**src/rtl/dmem_responder_pkg.sv**
```systemverilog
// Shared definitions for the data-memory responder: FSM states, word width,
// and the address legality check reusable by the instruction-memory side.
package dmem_responder_pkg;

  localparam int WORD_W = 32;

  typedef enum logic [1:0] {
    IDLE = 2'd0,
    WAIT = 2'd1,
    RESP = 2'd2
  } state_t;

  // True when the byte address is word aligned and falls inside a memory of depth_words words.
  function automatic logic adr_ok(input logic [63:0] adr, input int unsigned depth_words);
    return (adr[1:0] == 2'b00) && (adr < (64'(depth_words) * 64'd4));
  endfunction

endpackage

```
**src/rtl/dmem_ram.sv**
```systemverilog
// Single-port DEPTH x 32 word memory: synchronous write, registered read.
module dmem_ram
  import dmem_responder_pkg::*;
#(
  parameter int DEPTH = 64,
  parameter int IW    = $clog2(DEPTH)
) (
  input  logic              clk,
  input  logic              en,
  input  logic              we,
  input  logic [IW-1:0]     addr,
  input  logic [WORD_W-1:0] wdata,
  output logic [WORD_W-1:0] rdata
);

  logic [WORD_W-1:0] mem [DEPTH];

  always_ff @(posedge clk) begin
    if (en) begin
      if (we) mem[addr] <= wdata;
      else    rdata     <= mem[addr];
    end
  end

endmodule

```
**src/rtl/dmem_responder.sv**
```systemverilog
// Data-memory responder for the single-cycle core: registered ready handshake
// with wait states, alignment/range/conflict rejection, and store observation.
//
// state | meaning
// IDLE  | waiting for memwrite/memread; latches the request on accept
// WAIT  | stalling; wait_cnt counts down to zero
// RESP  | one-cycle completion; RAM access, ready/err registered
module dmem_responder
  import dmem_responder_pkg::*;
#(
  parameter int DEPTH       = 64,
  parameter int WAIT_CYCLES = 2,
  parameter int AW          = 32
) (
  input  logic              clk,
  input  logic              reset,
  input  logic              memwrite,
  input  logic              memread,
  input  logic [AW-1:0]     dataadr,
  input  logic [WORD_W-1:0] writedata,
  output logic [WORD_W-1:0] readdata,
  output logic              ready,
  output logic              err,
  output logic [31:0]       wr_count,
  output logic [AW-1:0]     last_wr_adr,
  output logic [WORD_W-1:0] last_wr_data
);

  localparam int IW = $clog2(DEPTH);

  state_t            state;
  logic [31:0]       wait_cnt;
  logic [AW-1:0]     adr_q;
  logic [WORD_W-1:0] wdata_q;
  logic              we_q;
  logic              bad_q;
  logic              rd_valid;
  logic              req;
  logic              req_bad;
  logic              ram_en;
  logic [WORD_W-1:0] ram_q;

  assign req     = memwrite | memread;
  assign req_bad = !adr_ok(64'(dataadr), DEPTH) || (memwrite && memread);

  // Gate on reset so an aborted RESP cycle never commits a store.
  assign ram_en  = (state == RESP) && !bad_q && !reset;

  dmem_ram #(
    .DEPTH (DEPTH),
    .IW    (IW)
  ) u_ram (
    .clk   (clk),
    .en    (ram_en),
    .we    (we_q),
    .addr  (adr_q[IW+1:2]),
    .wdata (wdata_q),
    .rdata (ram_q)
  );

  // The RAM output register holds across writes, so a flag decides whether it is shown.
  assign readdata = rd_valid ? ram_q : '0;

  always_ff @(posedge clk) begin
    if (reset) begin
      state        <= IDLE;
      ready        <= 1'b0;
      err          <= 1'b0;
      rd_valid     <= 1'b0;
      wait_cnt     <= '0;
      wr_count     <= '0;
      last_wr_adr  <= '0;
      last_wr_data <= '0;
      adr_q        <= '0;
      wdata_q      <= '0;
      we_q         <= 1'b0;
      bad_q        <= 1'b0;
    end else begin
      ready <= 1'b0;
      err   <= 1'b0;
      case (state)
        IDLE: begin
          if (req) begin
            adr_q   <= dataadr;
            wdata_q <= writedata;
            we_q    <= memwrite;
            bad_q   <= req_bad;
            if (WAIT_CYCLES > 0) begin
              state    <= WAIT;
              wait_cnt <= 32'(WAIT_CYCLES - 1);
            end else begin
              state <= RESP;
            end
          end
        end
        WAIT: begin
          if (wait_cnt == '0) state <= RESP;
          else                wait_cnt <= wait_cnt - 32'd1;
        end
        RESP: begin
          ready <= 1'b1;
          err   <= bad_q;
          state <= IDLE;
          if (bad_q) begin
            rd_valid <= 1'b0;
          end else if (we_q) begin
            if (wr_count != 32'hFFFF_FFFF) wr_count <= wr_count + 32'd1;
            last_wr_adr  <= adr_q;
            last_wr_data <= wdata_q;
          end else begin
            rd_valid <= 1'b1;
          end
        end
        default: state <= IDLE;
      endcase
    end
  end

endmodule

```
**config.mk**
```make
export PLATFORM = sky130hd
export DESIGN_NAME = dmem_responder
export DESIGN_NICKNAME = d
export VERILOG_FILES = /design/src/rtl/dmem_responder_pkg.sv /design/src/rtl/dmem_ram.sv /design/src/rtl/dmem_responder.sv
export SDC_FILE = /design/constraint.sdc
export NUM_CORES = 2
export LEC_CHECK = 0
export CELL_PAD_IN_SITES_DETAIL_PLACEMENT = 0
export CELL_PAD_IN_SITES_GLOBAL_PLACEMENT = 1
export CORE_UTILIZATION = 40
export CTS_BUF_LIST = sky130_fd_sc_hd__clkbuf_16
export CTS_CLUSTER_DIAMETER = 30
export DETAILED_ROUTE_END_ITERATION = 10
export PLACE_DENSITY = 0.6
export SLEW_MARGIN = 15
export SYNTH_ARGS = -nofsm -noshare
export SYNTH_HDL_FRONTEND = slang
export SYNTH_HIERARCHICAL = 1
export SYNTH_SLANG_ARGS = --single-unit
```
**constraint.sdc**
```tcl
create_clock -name clk -period 10.6 [get_ports clk]
set_clock_uncertainty 0.05 [all_clocks]
set_input_delay 2.65 -clock clk [delete_from_list [all_inputs] [get_ports clk]]
set_output_delay 2.65 -clock clk [all_outputs]
set_load 0.005 [all_outputs]
```
**Word-level counts from Yosys, hierarchy flattened**

Memory sizes are Yosys's and may differ from the RTL's. A register that Yosys moved wholly into a read port is not among the register bits.
Index checks and enable logic that the tools add are counted.

- $add $sub $neg: 2
- Order comparisons: 1
- Eq/ne operators: 7
- Mux-type cells: 13
- Bitwise operators: 4
- Reduce and logical (&&, ||, !) cells: 20

Operators with widths:

| operator | number |
|---|---|
| $mux W32 | 3 |
| $pmux W32 S2 | 1 |
| $add A32 B1 Y32 const B | 1 |
| $logic_not A32 Y1 | 1 |
| $lt A32 B9 Y1 const B | 1 |
| $ne A32 B32 Y1 const B | 1 |
| $sub A32 B1 Y32 const B | 1 |
| $reduce_and A2 Y1 | 4 |
| $mux W1 | 6 |
| $ne A2 B2 Y1 const B | 3 |
| $reduce_and A3 Y1 | 2 |
| $logic_and A1 B1 Y1 | 4 |
| $logic_not A2 Y1 | 2 |
| $mux W2 | 2 |
| $pmux W2 S2 | 1 |
| $reduce_and A4 Y1 | 1 |
| $logic_not A1 Y1 | 3 |
| $not A1 Y1 | 3 |
| $eq A2 B1 Y1 const B | 1 |
| $eq A2 B2 Y1 const B | 1 |
| $ne A2 B1 Y1 const B | 1 |
| $reduce_bool A2 Y1 | 1 |
| $reduce_or A2 Y1 | 1 |
| $logic_or A1 B1 Y1 | 1 |
| $or A1 B1 Y1 | 1 |

- Register bits: 199
- Memory bits (writable): 2048
- Input bits: 68
- Output and inout port bits: 130
- Memories: 1

Memory list:

| memory | depth | width | rd ports | clocked after Yosys merged registers in | write ports | RTL line | source |
|---|---|---|---|---|---|---|---|
| u_ram.mem | 64 | 32 | 1 | 1 | 1 | dmem_ram.sv:16 | `logic [WORD_W-1:0] mem [DEPTH];` |

**Longest topological paths before layout**

- Depth in word-level cells: 5
- Gate-level depth with buffers: 12
- Depth with buffers taken out: 8

**Hierarchy**

Netlist, hierarchy kept.

Modules (own cells, without submodules):

| module | times used | cells each | area each (µm²) | sequential area each (µm²) |
|---|---|---|---|---|
| dmem_ram | 1 | 4436 | 78496.5 | 62459.9 |
| dmem_responder | 1 | 989 | 7978.9 | 3983.8 |

**Least setup slack after synthesis**

No wires, ideal clock.

- Path kind: input-to-reg
- Start: input port reset
- End: memory u_ram.mem[15][0], enable pin
- Library setup time: 0.421 ns
- Arrival time: 5.072 ns
- Setup slack: 5.057 ns
- Stages on the path: 6
- Cells stage by stage: clkbuf_1 > clkbuf_1 > nor3_1 > and3_1 > nand2_1 > nor2_1

- Longest elaborated chain between the ends: 4

Ends and longest elaborated chain:

| element | RTL line | source |
|---|---|---|
| start: declaration | dmem_responder.sv:16 | `input logic reset,` |
| $logic_not A1 Y1 | dmem_responder.sv:47 | `assign ram_en = (state == RESP) && !bad_q && !reset;` |
| $logic_and A1 B1 Y1 | dmem_responder.sv:47 |  |
| net ram_en | dmem_responder.sv:40 | `logic ram_en;` |
| $mux W1 | dmem_ram.sv:19 | `if (en) begin` |
| $mux W1 (implied by the code) | dmem_ram.sv:20 | `if (we) mem[addr] <= wdata;` |
| end: declaration | dmem_ram.sv:16 |  |

The timed path passes the listed nets, and every way through them passes these cells.

**Final worst setup path**

- Start: register rd_valid
- End: output port readdata[30]

- Longest elaborated chain between the ends: 1

Ends and longest elaborated chain:

| element | RTL line | source |
|---|---|---|
| start: declaration | dmem_responder.sv:37 | `logic rd_valid;` |
| start signal: assignment | dmem_responder.sv:69 | `rd_valid <= 1'b0;` |
| start signal: assignment | dmem_responder.sv:105 | `rd_valid <= 1'b0;` |
| start signal: assignment | dmem_responder.sv:111 | `rd_valid <= 1'b1;` |
| $mux W32 | dmem_responder.sv:62 | `assign readdata = rd_valid ? ram_q : '0;` |
| end: declaration | dmem_responder.sv:21 | `output logic [WORD_W-1:0] readdata,` |

Every way passes these cells.

==> impl_metrics.json <==
{
  "status": "completed",
  "htree_levels": 5,
  "synth_enable_flop_cells": 2080,
  "vias_per_cell": 5.974,
  "core-area_um2": 214600,
  "areaGrowthSynthToFinish_pct": 25.58,
  "grt.met1_usage_pct": 35.35,
  "global_route.usage.total_pct": 26.47,
  "routed_wirelength_mm": 294.1,
  "postSynth.asyncResetShare_pct": 0,
  "postCtsHoldBufs": 0,
  "synth.net_count": 5495,
  "clock_input_transition_at_the_sequential_cells_of_the_worst_setup_and_hold_paths_ps": 50,
  "drt-wirelength-per-cell_um": 32.34,
  "drt-initial-drc-count": 6411,
  "dominantRegCellSynth": "edfxtp_1",
  "rsz_0062_raised_after_global_routing": "no",
  "worstSetupEndpointType": "output pin",
  "power.leakage_nw": 35.53,
  "synth.cell_area_um2": 86480,
  "period_needed_ps": 5814,
  "synth_common_cells": "2080 x edfxtp_1, 478 x a22oi_1, 395 x nand2_1",
  "yosys.area.top_type": "edfxtp_1",
  "postRouteAntennaNets": 0,
  "mean_instance_size_in_the_synthesized_netlist_um2": 15.94,
  "die-area_um2": 218100,
  "tritoncts_clock_tree": "built",
  "place.port_buffers": 197,
  "hold_class": "flop to flop",
  "synth_most_common_cell": "edfxtp_1",
  "crit_path_max_fanout": 33,
  "clock_tree.buffer_depth": 4,
  "clock_insertion_delay_at_the_later_pin_of_the_skew_report_ps": 970,
  "fp.dieH_um": 467.0,
  "place_congestion": 0.9509,
  "worstSetupStartpointType": "flop",
  "preCtsSetupSlack_ps": 4061,
  "final_util_pct": 50.60,
  "cap_viol_max_count": 0,
  "use_met3_pct": 6.863,
  "power.density_nw_per_um2": 284.3,
  "worst-setup-path-type": "flop to output pin",
  "via_count": 54330,
  "slew_violations": 0,
  "die-width_um": 467.0,
  "synth-seq-area-share_pct": 76.84,
  "slew_headroom_pct": 11.58,
  "setup-violations-final": 0,
  "grt_start_max_net_pins": 123,
  "cts_bufs_inserted": 497,
  "finalCritPeriodShare_pct": 54.85,
  "tightestPinTransition_ps": 1293,
  "start_util_pct": 40.29,
  "drc": 0,
  "post_cts.resized_instances": 0,
  "rows": 170,
  "finish.net_count": 5898,
  "synth_cells": 5425,
  "fin_ws_ps": 4786,
  "drive_above_1_share_pct": 17.65,
  "synth_largest_type_area_fraction_pct": 72.23,
  "timing.fmax_mhz": 172.0,
  "detailed_place_hpwl_mm": 177.0,
  "post-cts-setup-buffers": 0,
  "gr-max-usage-layer": "met2",
  "final-hold-violation-count": 0,
  "drt-pass1-iter-count": 6,
  "boundaryPins": 198,
  "synth.top_cells.by_area": "edfxtp_1 72%, dfxtp_1 4.6%, a22oi_1 4.1%",
  "cp.arrival_ps": 3110,
  "ys_seq_elements": 2279,
  "cts.root.buffer_cell": "clkbuf_16",
  "filler_cell_count": 17700,
  "first_pass_grt_wire_length_mm": 404.6,
  "worst_ep_required_time_ps": 7900,
  "clkSinkCount": 2279,
  "gr-total-overflow": 0,
  "first_global_vias": 51840,
  "fin_setup_tns_ps": 0,
  "synth.lib_cells_used.distinct": 79,
  "gr-usage-met2_pct": 40.48,
  "worst_ir_drop_vdd_mv": 0.2146,
  "grt_antenna_before_repair": 33,
  "yosys_warnings": 6
}
cell type report:
| type | count | area, um2 | share of cell area (%) |
|---|---|---|---|
| Multi-Input combinational cell | 2748 | 19000 | 17.49 |
| Tap cell | 2838 | 3551 | 3.270 |
| Antenna cell | 20 | 50.05 | 0.04609 |
| Clock inverter | 409 | 4205 | 3.872 |
| Inverter | 10 | 40.04 | 0.03687 |
| Sequential cell | 2279 | 66510 | 61.24 |
| Timing Repair Buffer | 292 | 2761 | 2.543 |
| Clock buffer | 499 | 12490 | 11.50 |
cells by family (layout without fill, tap and decap cells):
kind of cell | count (synthesis) | in the layout | share of synthesized area [%]
AND/OR/NAND/NOR | 916 | 916 | 4.856
flip-flops | 2279 | 2279 | 76.84
multiplexers | 323 | 323 | 3.959
AO/OA/AOI/OAI | 1464 | 1464 | 11.96
buffers and inverters | 398 | 1210 | 1.927
adder cells (fa/ha/maj) | 2 | 2 | 0.02893
other | 0 | 20 | 0
XOR/XNOR | 43 | 43 | 0.4355
power by group:
| part | internal, mW | total [mW] | switching (mW) | leakage, nW |
|---|---|---|---|---|
| clock network | 10.4 | 15.2 | 4.81 | 8.32 |
| registers | 10.5 | 10.9 | 0.458 | 20.7 |
| logic | 1.27 | 4.77 | 3.51 | 6.50 |
state kept, by name (all words and copies together) (netlist names), 32 cells and up:
register,flops
adr_q,32
last_wr_adr,32
wdata_q,32
wait_cnt,32
wr_count,32
last_wr_data,32
u_ram/mem,2048
u_ram/rdata,32
cells in the final DEF, fill, tap and decap left out, types with 16 or more instances in the layout:
master / instances
edfxtp_1: 2080
clkbuf_16: 499
a22oi_1: 478
nand2_1: 391
mux2i_1: 243
o22ai_1: 238
a21oi_1: 210
clkdlybuf4s50_1: 196
a221oi_1: 166
dfxtp_1: 163
nor2_1: 151
o21ai_0: 106
clkinv_2: 98
buf_4: 89
clkinv_1: 83
bufinv_16: 79
mux2_2: 72
inv_1: 71
nor2_4: 70
nor3_1: 63
clkinvlp_4: 49
a31oi_1: 46
and2_1: 38
or3_1: 38
nor4_1: 34
o22a_1: 30
dfxtp_2: 29
a22o_1: 29
nand3_1: 22
xnor2_1: 22
xor2_1: 21
or4_1: 21
a211oi_1: 21
o221ai_1: 21
diode_2: 20
clkinv_4: 20
nand4_1: 18
o211ai_1: 17
a311oi_1: 17
a211o_1: 16
through the flow:
stage	instances	power, mW	hold slack, ps	instance area (um2)
global route	9078	31.67	419.3	108600
floorplan	5425	13.45	382.1	86480
finish	9095	30.87	378.3	108600
detailed placement	8167	15.80	396.3	91850
global placement	8167	15.75	387.9	91850
CTS	9075	30.96	391.6	108500
worst max-delay path, cell delays in order, from the launching register on:
cell             delay, ps
dfxtp_2                970
and2_1                 510
clkdlybuf4s50_1        590
metal layers:
layer	wire length, um	part of all wire (%)
met1	118100	40
met4	13370	4.5
met5	52	0.018
met2	134300	46
met3	28240	9.6
path summary, 6_finish.rpt:
check | startpoint | to | slack (ps) | cells past startpoint
worst min register to register | adr_q[29] | last_wr_adr[29] | 380 | 2
worst max register to register | adr_q[4] | u_ram/rdata[1] | 5220 | 9
worst max-delay path | rd_valid | readdata[30] | 4790 | 2
worst min-delay path | adr_q[29] | last_wr_adr[29] | 380 | 2
Note: power is estimated with default switching activity, not from simulation.
